### src/rtl/multi_ch_bcd_conv.sv
// multi_ch_bcd_conv
//   Sequential binary-to-BCD converter (double-dabble, one bit per clock)
//   for CH_NUM channels converted in lockstep. With SIGNED_EN=1 each channel
//   is taken as two's complement and reported as sign + BCD magnitude.
//
//   state | meaning
//   IDLE  | waiting for start; outputs hold last result
//   CONV  | shifting BIN_W bits through the add-3/shift datapath
//
// Ports
//   clk       system clock
//   rst_n     asynchronous active-low reset
//   start     conversion request, sampled only in IDLE
//   bin_in    packed inputs, channel k at [k*BIN_W +: BIN_W]
//   busy      conversion in progress
//   done      one-cycle pulse, bcd_out/sign_out updated this cycle
//   sign_out  per-channel sign (1 = negative)
//   bcd_out   packed BCD, channel k at [k*BCD_DIGITS*4 +: BCD_DIGITS*4]
module multi_ch_bcd_conv #(
  parameter int CH_NUM     = 3,
  parameter int BIN_W      = 8,
  parameter int BCD_DIGITS = 3,
  parameter int SIGNED_EN  = 0
) (
  input  logic                           clk,
  input  logic                           rst_n,
  input  logic                           start,
  input  logic [CH_NUM*BIN_W-1:0]        bin_in,
  output logic                           busy,
  output logic                           done,
  output logic [CH_NUM-1:0]              sign_out,
  output logic [CH_NUM*BCD_DIGITS*4-1:0] bcd_out
);

  localparam int BCD_W = BCD_DIGITS * 4;
  localparam int CNT_W = $clog2(BIN_W);
  localparam logic [CNT_W-1:0] CNT_LAST = CNT_W'(BIN_W - 1);

  localparam logic IDLE = 1'b0;
  localparam logic CONV = 1'b1;

  localparam longint DEC_RANGE = longint'(10) ** BCD_DIGITS;
  localparam longint BIN_MAX   = (longint'(1) << BIN_W) - 1;

  if (DEC_RANGE <= BIN_MAX) begin : g_bad_digits
    $error("multi_ch_bcd_conv: BCD_DIGITS too small for BIN_W");
  end

  logic                              state_q, state_d;
  logic [CNT_W-1:0]                  cnt_q, cnt_d;
  logic [CH_NUM-1:0][BIN_W-1:0]      mag_q, mag_d;
  logic [CH_NUM-1:0][BCD_W-1:0]      bcd_q, bcd_d;
  logic [CH_NUM-1:0]                 sign_q, sign_d;
  logic [CH_NUM-1:0][BCD_W-1:0]      bcd_out_q, bcd_out_d;
  logic [CH_NUM-1:0]                 sign_out_q, sign_out_d;
  logic                              done_q, done_d;

  logic [CH_NUM-1:0][BCD_W-1:0]      bcd_adj;
  logic [CH_NUM-1:0][BCD_W-1:0]      bcd_sh;
  logic [CH_NUM-1:0][BIN_W-1:0]      mag_sh;

  // One double-dabble step for every channel: add 3 to digits >= 5, then
  // shift the magnitude MSB into the BCD LSB.
  always_comb begin
    bcd_adj = bcd_q;
    bcd_sh  = '0;
    mag_sh  = '0;
    for (int ch = 0; ch < CH_NUM; ch++) begin
      for (int d = 0; d < BCD_DIGITS; d++) begin
        if (bcd_adj[ch][d*4 +: 4] >= 4'd5)
          bcd_adj[ch][d*4 +: 4] = bcd_adj[ch][d*4 +: 4] + 4'd3;
      end
      bcd_sh[ch] = (bcd_adj[ch] << 1) | BCD_W'(mag_q[ch][BIN_W-1]);
      mag_sh[ch] = mag_q[ch] << 1;
    end
  end

  always_comb begin
    logic [BIN_W-1:0] cap;
    logic             neg;
    cap        = '0;
    neg        = 1'b0;
    state_d    = state_q;
    cnt_d      = cnt_q;
    mag_d      = mag_q;
    bcd_d      = bcd_q;
    sign_d     = sign_q;
    bcd_out_d  = bcd_out_q;
    sign_out_d = sign_out_q;
    done_d     = 1'b0;
    case (state_q)
      IDLE: begin
        if (start) begin
          for (int ch = 0; ch < CH_NUM; ch++) begin
            cap = bin_in[ch*BIN_W +: BIN_W];
            neg = (SIGNED_EN != 0) && cap[BIN_W-1];
            sign_d[ch] = neg;
            // -2**(BIN_W-1) negates to itself, which is the correct
            // unsigned magnitude.
            mag_d[ch]  = neg ? (~cap + BIN_W'(1)) : cap;
          end
          bcd_d   = '0;
          cnt_d   = '0;
          state_d = CONV;
        end
      end
      default: begin
        mag_d = mag_sh;
        bcd_d = bcd_sh;
        cnt_d = cnt_q + CNT_W'(1);
        if (cnt_q == CNT_LAST) begin
          bcd_out_d  = bcd_sh;
          sign_out_d = sign_q;
          done_d     = 1'b1;
          cnt_d      = '0;
          state_d    = IDLE;
        end
      end
    endcase
  end

  always_ff @(posedge clk or negedge rst_n) begin
    if (!rst_n) begin
      state_q    <= IDLE;
      cnt_q      <= '0;
      mag_q      <= '0;
      bcd_q      <= '0;
      sign_q     <= '0;
      bcd_out_q  <= '0;
      sign_out_q <= '0;
      done_q     <= 1'b0;
    end else begin
      state_q    <= state_d;
      cnt_q      <= cnt_d;
      mag_q      <= mag_d;
      bcd_q      <= bcd_d;
      sign_q     <= sign_d;
      bcd_out_q  <= bcd_out_d;
      sign_out_q <= sign_out_d;
      done_q     <= done_d;
    end
  end

  assign busy     = (state_q == CONV);
  assign done     = done_q;
  assign sign_out = sign_out_q;
  assign bcd_out  = bcd_out_q;

endmodule
### config.mk
export PLATFORM = sky130hd
export DESIGN_NAME = multi_ch_bcd_conv
export DESIGN_NICKNAME = d
export VERILOG_FILES = /design/src/rtl/multi_ch_bcd_conv.sv
export SDC_FILE = /design/constraint.sdc
export NUM_CORES = 1
export LEC_CHECK = 0
export BUFFER_PORTS_ARGS = -buffer_cell sky130_fd_sc_hd__buf_2
export CAP_MARGIN = 20
export CORE_ASPECT_RATIO = 1.4
export CORE_MARGIN = 3
export CORE_UTILIZATION = 50
export CTS_BUF_LIST = sky130_fd_sc_hd__clkbuf_4 sky130_fd_sc_hd__clkbuf_8 sky130_fd_sc_hd__clkbuf_16
export CTS_CLUSTER_SIZE = 28
export DETAILED_ROUTE_END_ITERATION = 7
export PLACE_DENSITY = 0.78
export SETUP_SLACK_MARGIN = 0.5
export SYNTH_ARGS = -nofsm -noshare
export SYNTH_HDL_FRONTEND = slang
export SYNTH_SLANG_ARGS = --single-unit
### constraint.sdc
create_clock -name clk -period 4.9 [get_ports clk]
set_clock_uncertainty 0.2 [all_clocks]
set_input_delay 0 -clock clk [delete_from_list [all_inputs] [get_ports clk]]
set_output_delay 0 -clock clk [all_outputs]
set_load 0.02 [all_outputs]
Word level (Yosys, flattened, before mapping):

Cells that the tools add are included.

* mux-type cells: 21
* shift operators: 0
* order comparisons: 9
* add/sub/neg operators: 10
* reductions and logical operators: 2
* multipliers: 0
* equality and inequality tests: 1
* div/mod/pow operators: 0
* bitwise gates (word level): 3

Operators with widths (count)
* 2-to-1 mux 36 bit: 2
* 2-to-1 mux 24 bit: 2
* greater-or-equal comparator 4 x 3 -> 1 bit (second input constant): 9
* OR 12 x 1 -> 12 bit: 3
* adder 4 x 2 -> 4 bit (second input constant): 6
* 2-to-1 mux 4 bit: 6
* 2-to-1 mux 3 bit: 6
* adder 3 x 2 -> 3 bit (second input constant): 3
* 2-to-1 mux 1 bit: 5
* adder 3 x 1 -> 3 bit (second input constant): 1
* equality test 3 bit (second input constant): 1
* AND reduction 2 bit: 1
* nonzero test 2 bit: 1

* memories kept: 0
* logic and storage cells: 58
* input port bits: 27
* output and inout bits: 41
* bits in writable memories: 0
* bits in read-only memories: 0
* latch bits: 0
* register bits: 101

Depth between registers and ports, before layout:

* depth after elaboration: 4
* depth in mapped cells: 7
* depth with buffers taken out: 6

Least setup slack after synthesis:

OpenSTA, ideal clock, no wires.

* kind: reg-to-reg
* from: register cnt_q[0]
* to: register bcd_out_q, in the netlist bcd_out[14]
* arrival time: 1.584 ns
* required time: 4.605 ns
* clock period less this slack: 1.879 ns
* setup slack: 3.021 ns
* stages on the path, launching flop included: 8
* buffers on the path: 2
* library setup time: 0.095 ns
* cells stage by stage: dfrtp_1 -> ha_1 -> ha_1 -> nand2_2 -> clkbuf_1 -> clkbuf_1 -> nand2_1 -> o31ai_1

* word-level cells in the longest chain between the ends: 2

Ends and longest elaborated chain
* from (decl): RTL line 50 `logic [CNT_W-1:0] cnt_q, cnt_d;`
* from (signal assigned): RTL line 134 `cnt_q <= cnt_d;`
* equality test 3 bit: RTL line 111 `if (cnt_q == CNT_LAST) begin`
* AND reduction 2 bit (no line)
* to (signal assigned): RTL line 138 `bcd_out_q <= bcd_out_d;`
* to (decl): RTL line 54 `logic [CH_NUM-1:0][BCD_W-1:0] bcd_out_q, bcd_out_d;`

Every way passes these cells.
A chain may end at the register's enable or synchronous reset.

Worst setup path after layout:

* from: register state_q, in the netlist busy
* to: register bcd_q[8] in the netlist's numbering

* word-level cells in the longest chain between the ends: 1
* elaborated cells on any way between the ends: 2
* classes of those cells: 1 x mux; 1 x reduce/logical

Ends and longest elaborated chain
* from (decl): RTL line 49 `logic state_q, state_d;`
* from (signal assigned): RTL line 133 `state_q <= state_d;`
* 2-to-1 mux 36 bit or nonzero test 2 bit (tied branches)
* to (signal assigned): RTL line 127 `bcd_q <= '0;`
* to (signal assigned): RTL line 136 `bcd_q <= bcd_d;`
* to (decl): RTL line 52 `logic [CH_NUM-1:0][BCD_W-1:0] bcd_q, bcd_d;`

Several ways; a longest one is shown, not always the timed one.

==> metrics <==
final worst slack=2.57 ns; cts hold-fix bufs=25; CP peak stage delay=between 0.7 and 0.8 ns; FF+latch count, synth=roughly 100; largest net degree at the start of global routing=106; Max stage delay cell, worst path=buf_4; share of the yosys chip area belonging to registers=between 40 and 50%; Adder-Cell Fraction of Synth Area=4.63%; post-CTS setup buffers=0; simple-gate share of the synthesized area=between 15 and 20%; Critical Path, Cell by Cell=buf_4 -> clkinv_1 -> buf_4 -> nor4_1 -> a311o_1; Slew Viols, Final=0; total gr overflow=0; Min Hold Slack=-0.00724 ns; WL/cell=around 16 microns; hpwl dp=~7800 microns; CP max FO=105; vias per cell=between 5 and 6; Max Cap Viol=0; Leak=~2.8 nW; worst skew pair latency=roughly 0.35 ns; Root Buffer=clkbuf_16; Gate Count Post-Synth=between 500 and 600; synthesized cell area=0.00540 sq mm; fin nets=683; H-Tree Depth=3; final core utilization=60.3%; core area=0.0105 sq mm; Starting Density=between 50% and 60%; pwr dens=approximately 650 mW/mm^2; share of layout cells above drive strength 1=13.8%; xor and xnor area share after synthesis=0%; final WL=around 13000 microns; Fmax achieved=429 MHz; first-pass GRT wire length=~22000 microns; mux cell area share after synthesis=5.00%; initial antenna violation count=0; Post-route DRC=0; CTS tree=built; Placer Congestion=0.814; Total GRT Usage=22.4%; vias in the first global route=4583; Worst Setup Start Kind=register; initial DRC count=slightly above 300; DIE AREA=approximately 0.012 sq mm; Hold Vio Cnt, Final=3; largest family of logic cells by synthesized area=compound AO/OA/AOI/OAI gates; VDD IR-drop max=between 200 and 300 uV; IO buf count=64; failing checks=negative hold slack; clk buf depth=2; clock sink total=between 100 and 150; IO Count=a little under 70; Setup CP Type=register to register; Reg2Reg Launch Point=busy; Initial DRT Pass Iterations=5; Yosys warnings=0; Setup TNS=0 ns; Tot Pwr=0.00408 W; crit path launch=busy; Filler cells=879; Final min period=2.33 ns; n_diodes=0; FP Rows=44; Worst slew margin=37.9%; library cells used by synthesis=40; Final Non-Filler Cells=778; Num CTS Buffers=9; post-placement cell count=between 700 and 800; Worst Max-Slew Pin Slew=roughly 0.93 ns; post-CTS sizing=0; Via Count=4592; Synth Area in Compound Gates=approximately a fifth; crit end category=register; critical path's most frequent cell=buf_4; Avg Cell Area, Syn=approximately 9.4 sq um; ANT nets after route=0; Die Span Y=around 130 microns; Clock transition at path regs=0.07 ns; die width=about 94 microns; WP data arrival=roughly 2.4 ns; dpl ws=2.43 ns; hold crit path type=input pin to async pin; final setup fails=0; CP required=between 4 and 5 ns; period utilisation layout=~48%; RSZ-0062 raised after global routing=no; status=finished with violations; Synth-to-Final Area Change=16.8%
==> final cells by class <==
| cell class | instances | area (sq um) | area share, % |
|---|---|---|---|
| repair buffers | 96 | 646 | 10.2 |
| flip-flops and latches | 101 | 2530 | 40.1 |
| well taps | 138 | 173 | 2.74 |
| inverters | 26 | 97.6 | 1.55 |
| multi-input cells | 402 | 2550 | 40.5 |
| clock buffers | 14 | 282 | 4.46 |
| clock inverters | 1 | 30.0 | 0.476 |
==> synth_stat cells <==
cell	number	area, sq um
a2111o_1	12	135
a211o_1	4	35.0
a211oi_1	8	60.1
a21boi_0	6	45.0
a21oi_1	15	75.1
a22o_1	1	8.76
a2bb2oi_1	1	8.76
a311o_1	6	60.1
a31oi_1	10	62.6
a32oi_1	3	26.3
buf_1	4	15.0
buf_2	21	105
buf_4	3	22.5
buf_6	1	11.3
clkbuf_1	19	71.3
clkbuf_2	1	5.00
clkinv_1	1	3.75
conb_1	1	3.75
dfrtp_1	101	2530
ha_1	20	250
inv_1	25	93.8
mux2i_1	27	270
nand2_1	87	327
nand2_2	1	6.26
nand2b_1	13	81.3
nand3_1	36	180
nand4_1	10	62.6
nor2_1	14	52.6
nor2b_1	13	81.3
nor3_1	8	40.0
nor3b_1	9	67.6
nor4_1	4	25.0
o2111ai_1	3	26.3
o211ai_1	2	15.0
o21ai_0	43	215
o22ai_1	10	62.6
o311ai_0	5	43.8
o31ai_1	19	143
o32a_1	3	30.0
or4_1	6	45.0
==> sequential cells by signal, summed over array words and instances (netlist names) <==
register	count
done	1
bcd_q	36
cnt_q	3
busy	1
mag_q	24
bcd_out	36
==> power breakdown <==
group,switching [W],internal [W]
Sequential,0.000357,0.00120
Combinational,0.00110,0.000672
Clock,0.000297,0.000447
==> worst max-delay path: cells and delay by family, from the launching register on <==
kind | cells | cell delay, ns
buffers and inverters | 3 | 1.20
DFF | 1 | 0.36
and+or+nand+nor | 1 | 0.30
AOI/OAI and AO/OA | 1 | 0.16
==> path summary, 6_finish.rpt <==
kind                               end  slack (ns)  depth (start not counted)
setup / recovery              bcd_q[8]        2.57                          5
hold / removal               mag_q[18]      -0.007                          2
setup reg to reg              bcd_q[8]        2.57                          5
hold reg to reg            bcd_out[26]        0.27                          2
max in group asynchronous  bcd_out[25]        3.36                          3
min in group clk              bcd_q[3]        0.15                          3
==> metrics by stage <==
stage,hold WS (ns),area (sq um)
6_report,-0.00724,6310
3_3_place_gp,-0.152,5720
2_1_floorplan,-0.496,5410
3_5_place_dp,-0.138,5720
4_1_cts,0.0256,6280
5_1_grt,0.0576,6310
==> cell usage in the layout, fill, tap and decap left out, drive strengths merged <==
cell type	instances
nand2b	13
ha	20
clkbuf	14
a2bb2oi	1
o2111ai	3
a211oi	8
nor3b	9
a21boi	6
o32a	3
a32oi	3
dfrtp	101
a22o	1
conb	3
o21ai	43
dlygate4sd3	25
nor4	4
nor3	8
o311ai	5
nand4	10
nand2	88
a2111o	12
a31oi	10
inv	25
nand3	36
nor2b	13
o211ai	2
a211o	4
a311o	6
nor2	14
a21oi	15
or4	6
o22ai	10
clkinv	1
mux2i	27
bufinv	1
o31ai	19
buf	71
==> per-layer routing <==
layer | routed length, microns | track usage [%] | part of all wire (%)
met5 | 0 | 0 | 0
met4 | 468 | 11.8 | 3.7
met3 | 499 | 3.86 | 3.9
met2 | 6470 | 36.2 | 51
met1 | 5270 | 28.8 | 41
==> logic make-up after synthesis <==
family,Yosys count
other,1
DFF,101
adders and majority gates,20
AOI/OAI and AO/OA,151
buffers and inverters,75
and+or+nand+nor,201
muxes,27
Note: power is estimated with default switching activity, not from simulation.
